===== src/rtl/reset_seq_pkg.sv =====
// Shared types and parameter helpers for the reset sequencer.
package reset_seq_pkg;

  typedef enum logic [1:0] {
    ST_ASSERT    = 2'd0,
    ST_WAIT_LOCK = 2'd1,
    ST_RELEASE   = 2'd2,
    ST_RUN       = 2'd3
  } seq_state_e;

  function automatic int idx_width(input int n_domains);
    return (n_domains > 1) ? $clog2(n_domains) : 1;
  endfunction

  function automatic bit cnt_w_ok(input int cnt_w, input int hold, input int filt);
    int longest;
    longest = (hold > filt) ? hold : filt;
    return (longest - 1) < (1 << cnt_w);
  endfunction

  function automatic bit params_ok(input int n_domains, input int hold,
                                   input int filt, input int cnt_w);
    return (n_domains >= 1) && (hold >= 2) && (filt >= 1) && cnt_w_ok(cnt_w, hold, filt);
  endfunction

endpackage


===== src/rtl/sync_1bit.sv =====
// Two-flop synchroniser for a single asynchronous level, cleared by a synchronous reset.
module sync_1bit (
  input  logic clk,
  input  logic rst,
  input  logic d,
  output logic q
);

  logic meta_q;
  logic meta_d;
  logic sync_q;
  logic sync_d;

  always_comb begin
    meta_d = d;
    sync_d = meta_q;
  end

  always_ff @(posedge clk) begin
    if (rst) begin
      meta_q <= 1'b0;
      sync_q <= 1'b0;
    end else begin
      meta_q <= meta_d;
      sync_q <= sync_d;
    end
  end

  assign q = sync_q;

endmodule


===== src/rtl/reset_sequencer.sv =====
// Holds N active-low domain resets until PLL lock is stable, then releases them
// in index order with a fixed gap; lock loss or a soft request restarts the sequence.
module reset_sequencer
  import reset_seq_pkg::*;
#(
  parameter int N_DOMAINS   = 3,
  parameter int HOLD_CYCLES = 8,
  parameter int LOCK_FILTER = 4,
  parameter int CNT_W       = 8
) (
  input  logic                 clk,
  input  logic                 rst,
  input  logic                 locked,
  input  logic                 soft_rst_req,
  output logic [N_DOMAINS-1:0] rst_n_out,
  output logic                 all_released,
  output logic                 seq_busy
);

  localparam int IDX_W = idx_width(N_DOMAINS);
  localparam logic [CNT_W-1:0] HOLD_LAST = CNT_W'(HOLD_CYCLES - 1);
  localparam logic [CNT_W-1:0] FILT_LAST = CNT_W'(LOCK_FILTER - 1);
  localparam logic [IDX_W-1:0] IDX_LAST  = IDX_W'(N_DOMAINS - 1);
  localparam logic [IDX_W-1:0] IDX_FIRST = IDX_W'(1);

  if (!params_ok(N_DOMAINS, HOLD_CYCLES, LOCK_FILTER, CNT_W)) begin : g_param_err
    $error("reset_sequencer: illegal parameter combination");
  end

  seq_state_e           state_q, state_d;
  logic [CNT_W-1:0]     cnt_q, cnt_d;
  logic [IDX_W-1:0]     idx_q, idx_d;
  logic [N_DOMAINS-1:0] rst_n_q, rst_n_d;
  logic                 all_rel_q, all_rel_d;
  logic                 lock_s;
  logic                 abort;

  sync_1bit u_lock_sync (
    .clk (clk),
    .rst (rst),
    .d   (locked),
    .q   (lock_s)
  );

  assign abort = !lock_s || soft_rst_req;

  always_comb begin
    state_d = state_q;
    cnt_d   = cnt_q;
    idx_d   = idx_q;
    rst_n_d = rst_n_q;
    unique case (state_q)
      ST_ASSERT: begin
        rst_n_d = '0;
        if (soft_rst_req) begin
          cnt_d = '0;
        end else if (cnt_q == HOLD_LAST) begin
          cnt_d   = '0;
          state_d = ST_WAIT_LOCK;
        end else begin
          cnt_d = cnt_q + 1'b1;
        end
      end
      ST_WAIT_LOCK: begin
        if (soft_rst_req) begin
          cnt_d   = '0;
          state_d = ST_ASSERT;
        end else if (!lock_s) begin
          cnt_d = '0;
        end else if (cnt_q == FILT_LAST) begin
          cnt_d      = '0;
          rst_n_d[0] = 1'b1;
          if (N_DOMAINS == 1) begin
            state_d = ST_RUN;
          end else begin
            idx_d   = IDX_FIRST;
            state_d = ST_RELEASE;
          end
        end else begin
          cnt_d = cnt_q + 1'b1;
        end
      end
      ST_RELEASE: begin
        // Abort wins over a release landing in the same cycle.
        if (abort) begin
          cnt_d   = '0;
          idx_d   = '0;
          rst_n_d = '0;
          state_d = ST_ASSERT;
        end else if (cnt_q == HOLD_LAST) begin
          cnt_d          = '0;
          rst_n_d[idx_q] = 1'b1;
          if (idx_q == IDX_LAST) begin
            state_d = ST_RUN;
          end else begin
            idx_d = idx_q + 1'b1;
          end
        end else begin
          cnt_d = cnt_q + 1'b1;
        end
      end
      ST_RUN: begin
        if (abort) begin
          cnt_d   = '0;
          idx_d   = '0;
          rst_n_d = '0;
          state_d = ST_ASSERT;
        end
      end
      default: begin
        state_d = ST_ASSERT;
      end
    endcase
    all_rel_d = &rst_n_d;
  end

  always_ff @(posedge clk) begin
    if (rst) begin
      state_q <= ST_ASSERT;
    end else begin
      state_q <= state_d;
    end
  end

  always_ff @(posedge clk) begin
    if (rst) begin
      cnt_q     <= '0;
      idx_q     <= '0;
      rst_n_q   <= '0;
      all_rel_q <= 1'b0;
    end else begin
      cnt_q     <= cnt_d;
      idx_q     <= idx_d;
      rst_n_q   <= rst_n_d;
      all_rel_q <= all_rel_d;
    end
  end

  assign rst_n_out    = rst_n_q;
  assign all_released = all_rel_q;
  assign seq_busy     = (state_q != ST_RUN);

endmodule


===== config.mk =====
export PLATFORM = sky130hd
export DESIGN_NAME = reset_sequencer
export DESIGN_NICKNAME = d
export VERILOG_FILES = /design/src/rtl/reset_seq_pkg.sv /design/src/rtl/sync_1bit.sv /design/src/rtl/reset_sequencer.sv
export SDC_FILE = /design/constraint.sdc
export NUM_CORES = 1
export LEC_CHECK = 0
export ABC_AREA = 1
export BUFFER_PORTS_ARGS = -buffer_cell sky130_fd_sc_hd__clkbuf_2
export CAP_MARGIN = 40
export CORE_MARGIN = 1.5
export CORE_UTILIZATION = 40
export CTS_CLUSTER_DIAMETER = 60
export DETAILED_ROUTE_END_ITERATION = 6
export SLEW_MARGIN = 20
export SYNTH_ARGS = -nofsm -noshare
export SYNTH_HDL_FRONTEND = slang
export SYNTH_SLANG_ARGS = --single-unit

===== constraint.sdc =====
create_clock -name clk -period 1.25 [get_ports clk]
set_clock_uncertainty 0.05 [all_clocks]
set_input_delay 0.0625 -clock clk [delete_from_list [all_inputs] [get_ports clk]]
set_output_delay 0.0625 -clock clk [all_outputs]
set_load 0.01 [all_outputs]

==> results of run 1 <==
[cells in the mapped netlist (all sizes together)]
master / instances
xor2: 1
o21ai: 9
o21bai: 1
a21oi: 11
or2: 1
mux2i: 1
buf: 2
nand3: 9
ha: 4
nor2: 32
inv: 21
nand2: 45
dfxtp: 18
nand4: 3
[critical path: stages, from the launching register on]
cell and delay, ps:
dfxtp_1 330, nor2_1 130, nand2_2 130, nor2_4 150, inv_2 70, nor2_4 120
nand2_2 80, nand2_1 60, nand3_1 70, nor2_1 110
[stage by stage]
step | setup TNS (ps) | worst slack [ps] | cell area [µm²] | hold WS [ps] | power, mW
2_1_floorplan | 0 | 23.7 | 1090 | 119 | 0.988
3_3_place_gp | -564 | -94.5 | 1360 | 209 | 1.18
3_5_place_dp | -822 | -94.0 | 1360 | 220 | 1.19
4_1_cts | -753 | -76.6 | 1450 | 6.59 | 1.59
5_1_grt | -2380 | -217 | 1490 | 2.58 | 1.76
6_report | -693 | -92.4 | 1490 | 7.34 | 1.63
[timing repair]
item	4_1_cts	5_1_grt
setup buffers	1	0
endpoints found under the hold margin	1	0
endpoints found under the setup margin	16	16
hold buffers	1	0
resized for setup	13	15
pin swaps	3	3
[cells by family (layout without fill, tap and decap cells)]
kind of cell | Yosys count | count (layout) | synth area share
and+or+nand+nor | 90 | 90 | 0.397
adders and majority gates | 4 | 4 | 0.0472
DFF | 18 | 18 | 0.340
buffers and inverters | 23 | 63 | 0.0896
AOI/OAI and AO/OA | 21 | 21 | 0.108
muxes | 1 | 1 | 0.00943
xor gates and xnor gates | 1 | 1 | 0.00826
[layout make-up]
type                    count  area (µm²)  area share
multi-input cells         117         698       0.467
flip-flops and latches     18         372       0.249
repair buffers             38         272       0.182
inverters                  21        78.8      0.0528
well taps                  30        37.5      0.0251
clock buffers               4        36.3      0.0243
[power breakdown]
| group | switching, mW | leakage [nW] | total [mW] | internal (mW) |
|---|---|---|---|---|
| Combinational | 0.317 | 0.499 | 0.593 | 0.276 |
| Clock | 0.192 | 0.0210 | 0.370 | 0.178 |
| Sequential | 0.0472 | 0.149 | 0.670 | 0.623 |
[cell usage in the layout, fill, tap and decap left out, types with 5 or more instances in the layout]
cell / synthesis / layout
nand3_1: 7 / 5
dfxtp_2: 0 / 6
nand2_1: 36 / 30
clkbuf_2: 0 / 8
o21ai_1: 3 / 6
inv_1: 20 / 19
nor2_1: 26 / 21
dfxtp_1: 18 / 11
nand2_2: 7 / 12
a21oi_1: 10 / 8
nor2_2: 5 / 8
buf_4: 0 / 28
[layer usage]
| layer | GRT usage | wire length (µm) |
|---|---|---|
| met1 | 0.237 | 1180 |
| met2 | 0.347 | 1220 |
| met3 | 0.0383 | 104 |
| met4 | 0.0917 | 34 |
| met5 | 0 | 0 |
[how the worst max path moves through the flow]
stage	from	end	slack, ps
finish	cnt_q[7]	all_released	-90
detailed placement	idx_q[0]	idx_q[1]	-90
CTS	cnt_q[1]	cnt_q[1]	-80
global route	cnt_q[1]	all_released	-220
floorplan	idx_q[0]	idx_q[0]	20
global placement	u_lock_sync.q	all_released	-90
[sequential cells by signal, summed over array words and instances (netlist names)]
name and cells:
state_q 2, all_released 1, cnt_q 8, idx_q 2, u_lock_sync.meta_q 1, u_lock_sync.q 1, rst_n_out 3
==> summary.txt, run 1 <==
Detailed routing
  • DRC viols: 0
  • Final WL: approximately 2500 µm
  • DRT iter0 DRCs: 16
  • Final ANT Viol Nets: 0
  • Via density: about 4.7
  • TritonRoute pass-1 iters: 4
  • Via count: roughly 1,100
  • DR WL/cell: approximately 11 µm

Global route
  • GRT Util Overall: 0.200
  • First-pass GRT wire length: ~4200 µm
  • GRT overflow: 0
  • Vias in the first global route: 1,007
  • Initial antenna violation count: 0
  • Largest net degree at the start of global routing: 11

Timing
  • Slew @ Worst Pin: between 200 and 300 ps
  • # setup viols final: 14
  • Fin worst setup slack: -92.4 ps
  • Period utilization: 1.07
  • Min Clock Period, post-route: between 1000 and 1500 ps
  • RSZ-0062 raised after global routing: yes
  • Final Max Tran Viols: 0
  • F_max: 745 MHz
  • Final hold vios: 0
  • Slew margin rel.: 0.817

Setup path
  • Crit end category: flip-flop
  • Startpoint types: flip-flop
  • R2R depth: 9
  • Crit-path max FO: 5
  • CP Class: reg2reg
  • R2r endpoint: all_released
  • RR Startpoint: cnt_q[7]
  • Data arrival, critical path: 1540 ps
  • Worst reg2reg setup slack: -90 ps
  • CP Data Required Time: roughly 1500 ps

Power
  • LEAKAGE: 0.670 nW
  • PwrDens: about 1100 nW/µm²
  • Peak supply drop: 0.661 mV

Cells and area
  • Share of layout cells above drive strength 1: 0.434
  • Nets: between 200 and 250
  • Cell Count, Final, Fillers Out: between 200 and 250
  • P&R area growth vs syn: 40.8%
  • Layout fillers: around 240
  • Antenna Cells: 0
  • Fin util: 0.598

Die
  • Num ports: 9
  • Starting Density: 0.424
  • Rows: 18
  • Die Y: ~55 µm
  • Core area: 2500 µm²
  • Die X: 54.5 µm
  • Die area: between 2000 and 3000 µm²

Clocking
  • Num CTS Buffers: 3
  • Sink Count: 18
  • TritonCTS clock tree: done
  • Clock H-tree levels: 1
  • CTS root buf: clkbuf_4
  • Clk buf depth: 2
  • Worst skew pair latency: about 300 ps
  • Worst-path clk slew: about 110 ps

Status
  • Status: complete, but fails checks
  • Failing checks: setup timing

Synthesis
  • Synth area leaders: dfxtp_1 (34%), nand2_1 (13%), nor2_1 (9.2%), inv_1 (7.1%), a21oi_1 (4.7%)
  • Post-synthesis area per instance: between 6 and 7 µm²
  • Post-synth top area share: 0.340
  • Largest area contributor in the netlist: dfxtp_1
  • Register area share after synthesis: 0.340
  • Syn Nets: between 150 and 200
  • Synth warn: 0
  • Synth unique cells: 24
  • Synthesized instance count: between 150 and 200
  • FF+latch count, synth: 18
  • Mapped Area: between 1000 and 1500 µm²

Placement
  • Routability Congestion: 0.858
  • Placed Instances: approximately 220
  • IO buf count: 8
  • DP HPWL: slightly below 2000 µm

Hold path
  • Hold path depth: 2
  • WHS Endpoint: rst_n_out[1]
  • Worst Hold Launch: rst
  • Worst hold-check path type: in2reg

Flow run
  • # Max-Cap Violations: 0
No activity file was read; power rests on OpenSTA's default activity.
==> run 2, diff against run 1 <==
--- a/config.mk
+++ b/config.mk
@@ -5,13 +5,14 @@
 export SDC_FILE = /design/constraint.sdc
 export NUM_CORES = 1
 export LEC_CHECK = 0
-export ABC_AREA = 1
+export ABC_AREA = 0
 export BUFFER_PORTS_ARGS = -buffer_cell sky130_fd_sc_hd__clkbuf_2
 export CAP_MARGIN = 40
 export CORE_MARGIN = 1.5
 export CORE_UTILIZATION = 40
 export CTS_CLUSTER_DIAMETER = 60
 export DETAILED_ROUTE_END_ITERATION = 6
+export GPL_TIMING_DRIVEN = 0
 export SLEW_MARGIN = 20
 export SYNTH_ARGS = -nofsm -noshare
 export SYNTH_HDL_FRONTEND = slang
==> summary.txt, run 2 <==
Clocking
  • Clock H-tree levels: 1
  • CTS root buf: clkbuf_4
  • Clk buf depth: 2
  • Num CTS Buffers: 3
  • Worst-path clk slew: between 100 and 150 ps
  • Worst skew pair latency: 310 ps
  • Sink Count: 18
  • TritonCTS clock tree: done

Global route
  • GRT overflow: 0
  • Largest net degree at the start of global routing: 11
  • First-pass GRT wire length: around 4200 µm
  • Vias in the first global route: ~920
  • Initial antenna violation count: 0
  • GRT Util Overall: 0.200

Power
  • Comb pwr share: 0.075
  • LEAKAGE: 0.528 nW
  • PwrDens: about 700 nW/µm²
  • Switch Pwr: 0.248 mW
  • Peak supply drop: 0.480 mV
  • Sequential power share: 0.558
  • Internal Pwr Total: roughly 0.8 mW
  • Sw Share: 0.239
  • Clk network pwr share: 0.366

Status
  • Status: complete, but fails checks
  • Failing checks: setup timing

Cells and area
  • Max reg flops: 8
  • Commonest non-fill, non-tap cells in the layout: nand2_1 (15), a21oi_1 (10), nor2_1 (10), dfxtp_1 (10), buf_4 (10)
  • Biggest register: cnt_q
  • Commonest non-fill, non-tap cell in the layout: nand2_1
  • Antenna Cells: 0
  • Share of layout cells above drive strength 1: 0.379
  • P&R area growth vs syn: 35.8%
  • Nets: ~160

Timing
  • Final hold vios: 0
  • Final Max Tran Viols: 0
  • F_max: slightly above 500 MHz
  • Slew margin rel.: 0.636
  • Slew @ Worst Pin: 541 ps
  • Fin worst setup slack: -711 ps
  • # setup viols final: 16
  • RSZ-0062 raised after global routing: yes
  • Period utilization: 1.57
  • Min Clock Period, post-route: about 2000 ps
  • WHS: around 24 ps

Synthesis
  • Post-synth top area share: 0.338
  • Post-synthesis area per instance: 8.39 µm²
  • Most used DFF post-synth: dfxtp_1
  • EDFF count, synth: 0
  • Largest area contributor in the netlist: dfxtp_1
  • Syn Nets: approximately 140
  • Mapped Area: 1070 µm²
  • Synth unique cells: 40
  • Synthesized instance count: roughly 130
  • Dominant cell by count in the synthesized netlist: dfxtp_1
  • Synth warn: 0
  • Synth area leaders: dfxtp_1 (34%), nand2_1 (5.6%), a21oi_1 (4.7%), ha_1 (4.7%), nor2_1 (4.2%)
  • FF+latch count, synth: 18
  • Asr flop ratio synth: 0
  • Register area share after synthesis: 0.338
  • Top cells by count, synth: dfxtp_1 (18), nand2_1 (16), nor2_1 (12), a21oi_1 (10)

Die
  • Core area: about 2500 µm²
  • Die X: between 50 and 60 µm
  • Die Y: 54.6 µm
  • Num ports: 9
  • Die area: 2980 µm²
  • Rows: 18
  • Starting Density: 0.426

Detailed routing
  • Via count: between 1,000 and 1,500
  • Final ANT Viol Nets: 0
  • DR WL/cell: between 10 and 15 µm
  • TritonRoute pass-1 iters: 4
  • DRC viols: 0
  • DRT iter0 DRCs: 37
  • Final WL: 2720 µm
  • Via density: roughly 5.7

Placement
  • DP HPWL: around 1700 µm
  • IO buf count: 7
  • Routability Congestion: around 0.81
  • Pre-CTS setup slack: -742 ps

Setup path
  • Crit end category: flip-flop
  • Startpoint types: flip-flop
  • Data arrival, critical path: about 2100 ps
  • CP Class: reg2reg
  • Crit-path max FO: 7
  • CP Data Required Time: 1390 ps

Flow run
  • # Max-Cap Violations: 0

Hold path
  • Worst hold-check path type: in2reg
-- run 2: power by group through the flow --
stage | registers, mW | clock network [mW] | logic, mW
after detailed placement | 0.600 | 0 | 0.0606
after floorplan | 0.597 | 0 | 0.0467
final | 0.579 | 0.380 | 0.0779
after global routing | 0.581 | 0.410 | 0.0840
after global placement | 0.599 | 0 | 0.0598
after CTS | 0.585 | 0.390 | 0.0727
-- run 2: metrics by stage --
| step | setup TNS, ps | total power [mW] | utilization | instance area, µm² | std cells |
|---|---|---|---|---|---|
| final | -8990 | 1.04 | 0.579 | 1450 | 183 |
| after global routing | -10040 | 1.07 | 0.579 | 1450 | 183 |
| after CTS | -8350 | 1.05 | 0.548 | 1370 | 177 |
| after detailed placement | -7890 | 0.660 | 0.494 | 1230 | 164 |
| after global placement | -7480 | 0.659 | 0.494 | 1230 | 164 |
| after floorplan | -5690 | 0.644 | - | 1160 | 127 |
-- run 2: final timing paths --
kind | startpoint | to | slack (ps) | cells past startpoint
worst max-delay path | cnt_q[5] | cnt_q[1] | -710 | 7
worst min-delay path | soft_rst_req | state_q[1] | 20 | 3
worst max register to register | cnt_q[5] | cnt_q[1] | -710 | 7
worst min register to register | u_lock_sync.meta_q | u_lock_sync.q | 400 | 1
-- run 2: cell type report --
class	instances	area, µm²
Fill cell	235	1050
Multi-Input combinational cell	99	744
Sequential cell	18	383
Timing Repair Buffer	22	171
Buffer	5	56.3
Tap cell	30	37.5
Clock buffer	4	36.3
Inverter	5	18.8
-- run 2: cell families after synthesis --
group                      count (synthesis)  share of synthesized area
AOI/OAI and AO/OA                         32                      0.216
buffers and inverters                     10                     0.0669
DFF                                       18                      0.338
and+or+nand+nor                           62                      0.323
adders and majority gates                  5                     0.0563
-- run 2: timing repair --
action | in CTS | in global routing
setup buffers | 6 | 6
setup endpoints to repair | 16 | 16
pin swaps | 6 | 9
hold buffers | 3 | 0
hold endpoints to repair | 8 | 0
resized for setup | 6 | 8
-- run 2: critical path, cell delays in order (launching register included) --
cell	delay (ps)
dfxtp_4	370
or4_4	580
buf_12	160
o221ai_4	190
o41ai_4	140
buf_6	160
a22oi_2	150
nor2_1	50
-- run 2: routing by layer --
metal	up-vias	track usage	routed length [µm]
met1	486	0.277	1280
li1	518	-	-
met2	29	0.296	1270
met3	7	0.0273	115
met5	-	0	0
met4	0	0.113	57
==> run 3, diff against run 2 <==
--- a/config.mk
+++ b/config.mk
@@ -7,12 +7,11 @@
 export LEC_CHECK = 0
 export ABC_AREA = 0
 export BUFFER_PORTS_ARGS = -buffer_cell sky130_fd_sc_hd__clkbuf_2
-export CAP_MARGIN = 40
+export CAP_MARGIN = 20
 export CORE_MARGIN = 1.5
 export CORE_UTILIZATION = 40
 export CTS_CLUSTER_DIAMETER = 60
 export DETAILED_ROUTE_END_ITERATION = 6
-export GPL_TIMING_DRIVEN = 0
 export SLEW_MARGIN = 20
 export SYNTH_ARGS = -nofsm -noshare
 export SYNTH_HDL_FRONTEND = slang
==> summary.txt, run 3 (synthesis results as in run 2) <==
Status
  • Status: complete, but fails checks
  • Failing checks: setup timing

Die
  • Die Y: about 55 µm
  • Die X: 54.6 µm
  • Rows: 18
  • Die area: approximately 3000 µm²
  • Num ports: 9
  • Starting Density: 0.426
  • Core area: between 2000 and 2500 µm²

Timing
  • Min Clock Period, post-route: around 1800 ps
  • Period utilization: 1.41
  • Slew margin rel.: 0.743
  • # setup viols final: 16
  • WHS: 21.9 ps
  • F_max: roughly 570 MHz
  • Final Max Tran Viols: 0
  • RSZ-0062 raised after global routing: yes
  • Slew @ Worst Pin: 382 ps
  • Fin worst setup slack: -511 ps
  • Final hold vios: 0

Clocking
  • Sink Count: 18
  • Clock H-tree levels: 1
  • Worst skew pair latency: roughly 300 ps
  • CTS root buf: clkbuf_4
  • Worst-path clk slew: around 110 ps
  • Clk buf depth: 2
  • TritonCTS clock tree: done
  • Num CTS Buffers: 3

Cells and area
  • Max reg flops: 8
  • Share of layout cells above drive strength 1: 0.519
  • Nets: between 150 and 200
  • Antenna Cells: 0
  • P&R area growth vs syn: 52.6%
  • Biggest register: cnt_q
  • Finished Cell Area: around 1600 µm²
  • Cell Count, Final, Fillers Out: roughly 210
  • Commonest non-fill, non-tap cells in the layout: buf_4 (45), nand2_1 (14), a21oi_1 (10), dfxtp_1 (10), nor2_1 (9)
  • Commonest non-fill, non-tap cell in the layout: buf_4

Setup path
  • CP Data Required Time: between 1000 and 1500 ps
  • R2r endpoint: idx_q[1]
  • Slowest CP cell: or4_4
  • CP Buf/Inv Count: 0
  • Crit end category: flip-flop
  • R2R depth: 5
  • Max stage delay on crit path: approximately 580 ps
  • Worst reg2reg setup slack: -510 ps
  • CP Class: reg2reg
  • Worst-path cell chain: or4_4 > or2_4 > a22o_1 > a32oi_1 > nor2_1
  • RR Startpoint: cnt_q[5]
  • Delay-heaviest family, CP: simple AND/OR/NAND/NOR gates
  • Data arrival, critical path: between 1500 and 2000 ps
  • Crit-path max FO: 4
  • Startpoint types: flip-flop

Placement
  • IO buf count: 8
  • Placed Instances: between 200 and 250
  • DP HPWL: around 2200 µm
  • DP Area: around 1500 µm²
  • Routability Congestion: around 0.94
  • Pre-CTS setup slack: -574 ps

Power
  • PwrDens: between 600 and 700 nW/µm²
  • LEAKAGE: 0.662 nW
  • Peak supply drop: 0.750 mV

Detailed routing
  • TritonRoute pass-1 iters: 4
  • Via count: approximately 1,100
  • DRC viols: 0
  • Final ANT Viol Nets: 0
  • Final WL: between 2000 and 3000 µm
  • Via density: between 5 and 6
  • DR WL/cell: around 14 µm
  • DRT iter0 DRCs: 14

Hold path
  • WHS Endpoint: cnt_q[0]
  • Worst hold-check path type: in2reg
  • Hold path depth: 3
  • Worst Hold Launch: rst

Global route
  • GRT overflow: 0
  • GRT Util Overall: 0.220
  • First-pass GRT wire length: around 4700 µm
  • Initial antenna violation count: 0
  • Vias in the first global route: ~1,000
  • Largest net degree at the start of global routing: 19

Flow run
  • # Max-Cap Violations: 0
## run 3: routing by layer
metal	GRT usage	vias up	routed length, µm
met1	0.309	528	1430
li1	-	574	-
met4	0.0708	0	46
met2	0.335	19	1290
met5	0	-	0
met3	0.0410	7	113
## run 3: worst max path at each step
stage                     slack (ps)     start  cells past startpoint           end
final                           -510  cnt_q[5]                      5      idx_q[1]
after global routing            -570  cnt_q[5]                      6      cnt_q[3]
after CTS                       -500  cnt_q[5]                      6      cnt_q[1]
after detailed placement        -570  cnt_q[4]                      4  all_released
after global placement          -500  cnt_q[4]                      6      cnt_q[1]
after floorplan                 -520  cnt_q[0]                      6      cnt_q[7]
## run 3: power by group
part           internal (mW)  switching, mW  leakage [nW]
clock network          0.178          0.195        0.0210
logic                 0.0471         0.0406         0.491
registers              0.576        0.00658         0.150
total                  0.801          0.242         0.662
## run 3: cell type report
type | count | area (µm²)
Timing Repair Buffer | 55 | 399
Multi-Input combinational cell | 99 | 759
Fill cell | 217 | 873
Tap cell | 30 | 37.5
Sequential cell | 18 | 375
Clock buffer | 4 | 36.3
Inverter | 5 | 18.8
## run 3: worst reg2reg max path, cell delays in order (launching register included)
cell     delay [ps]
dfxtp_2         330
or4_4           580
or2_4           260
a22o_1          240
a32oi_1         150
nor2_1           50
## run 3: stage by stage
| stage | setup TNS [ps] | power [mW] | util |
|---|---|---|---|
| finish | -6690 | 1.04 | 0.651 |
| global route | -7590 | 1.09 | 0.651 |
| CTS | -6620 | 1.06 | 0.638 |
| detailed placement | -7070 | 0.678 | 0.603 |
| global placement | -6540 | 0.676 | 0.603 |
| floorplan | -5690 | 0.644 | - |
## run 3: timing repair
item | CTS | global route
endpoints found under the setup margin | 16 | 17
hold endpoints to repair | 1 | 0
gates resized for setup | 10 | 5
hold buffers | 1 | 0
buffers inserted | 1 | 2
pin swaps | 3 | 2
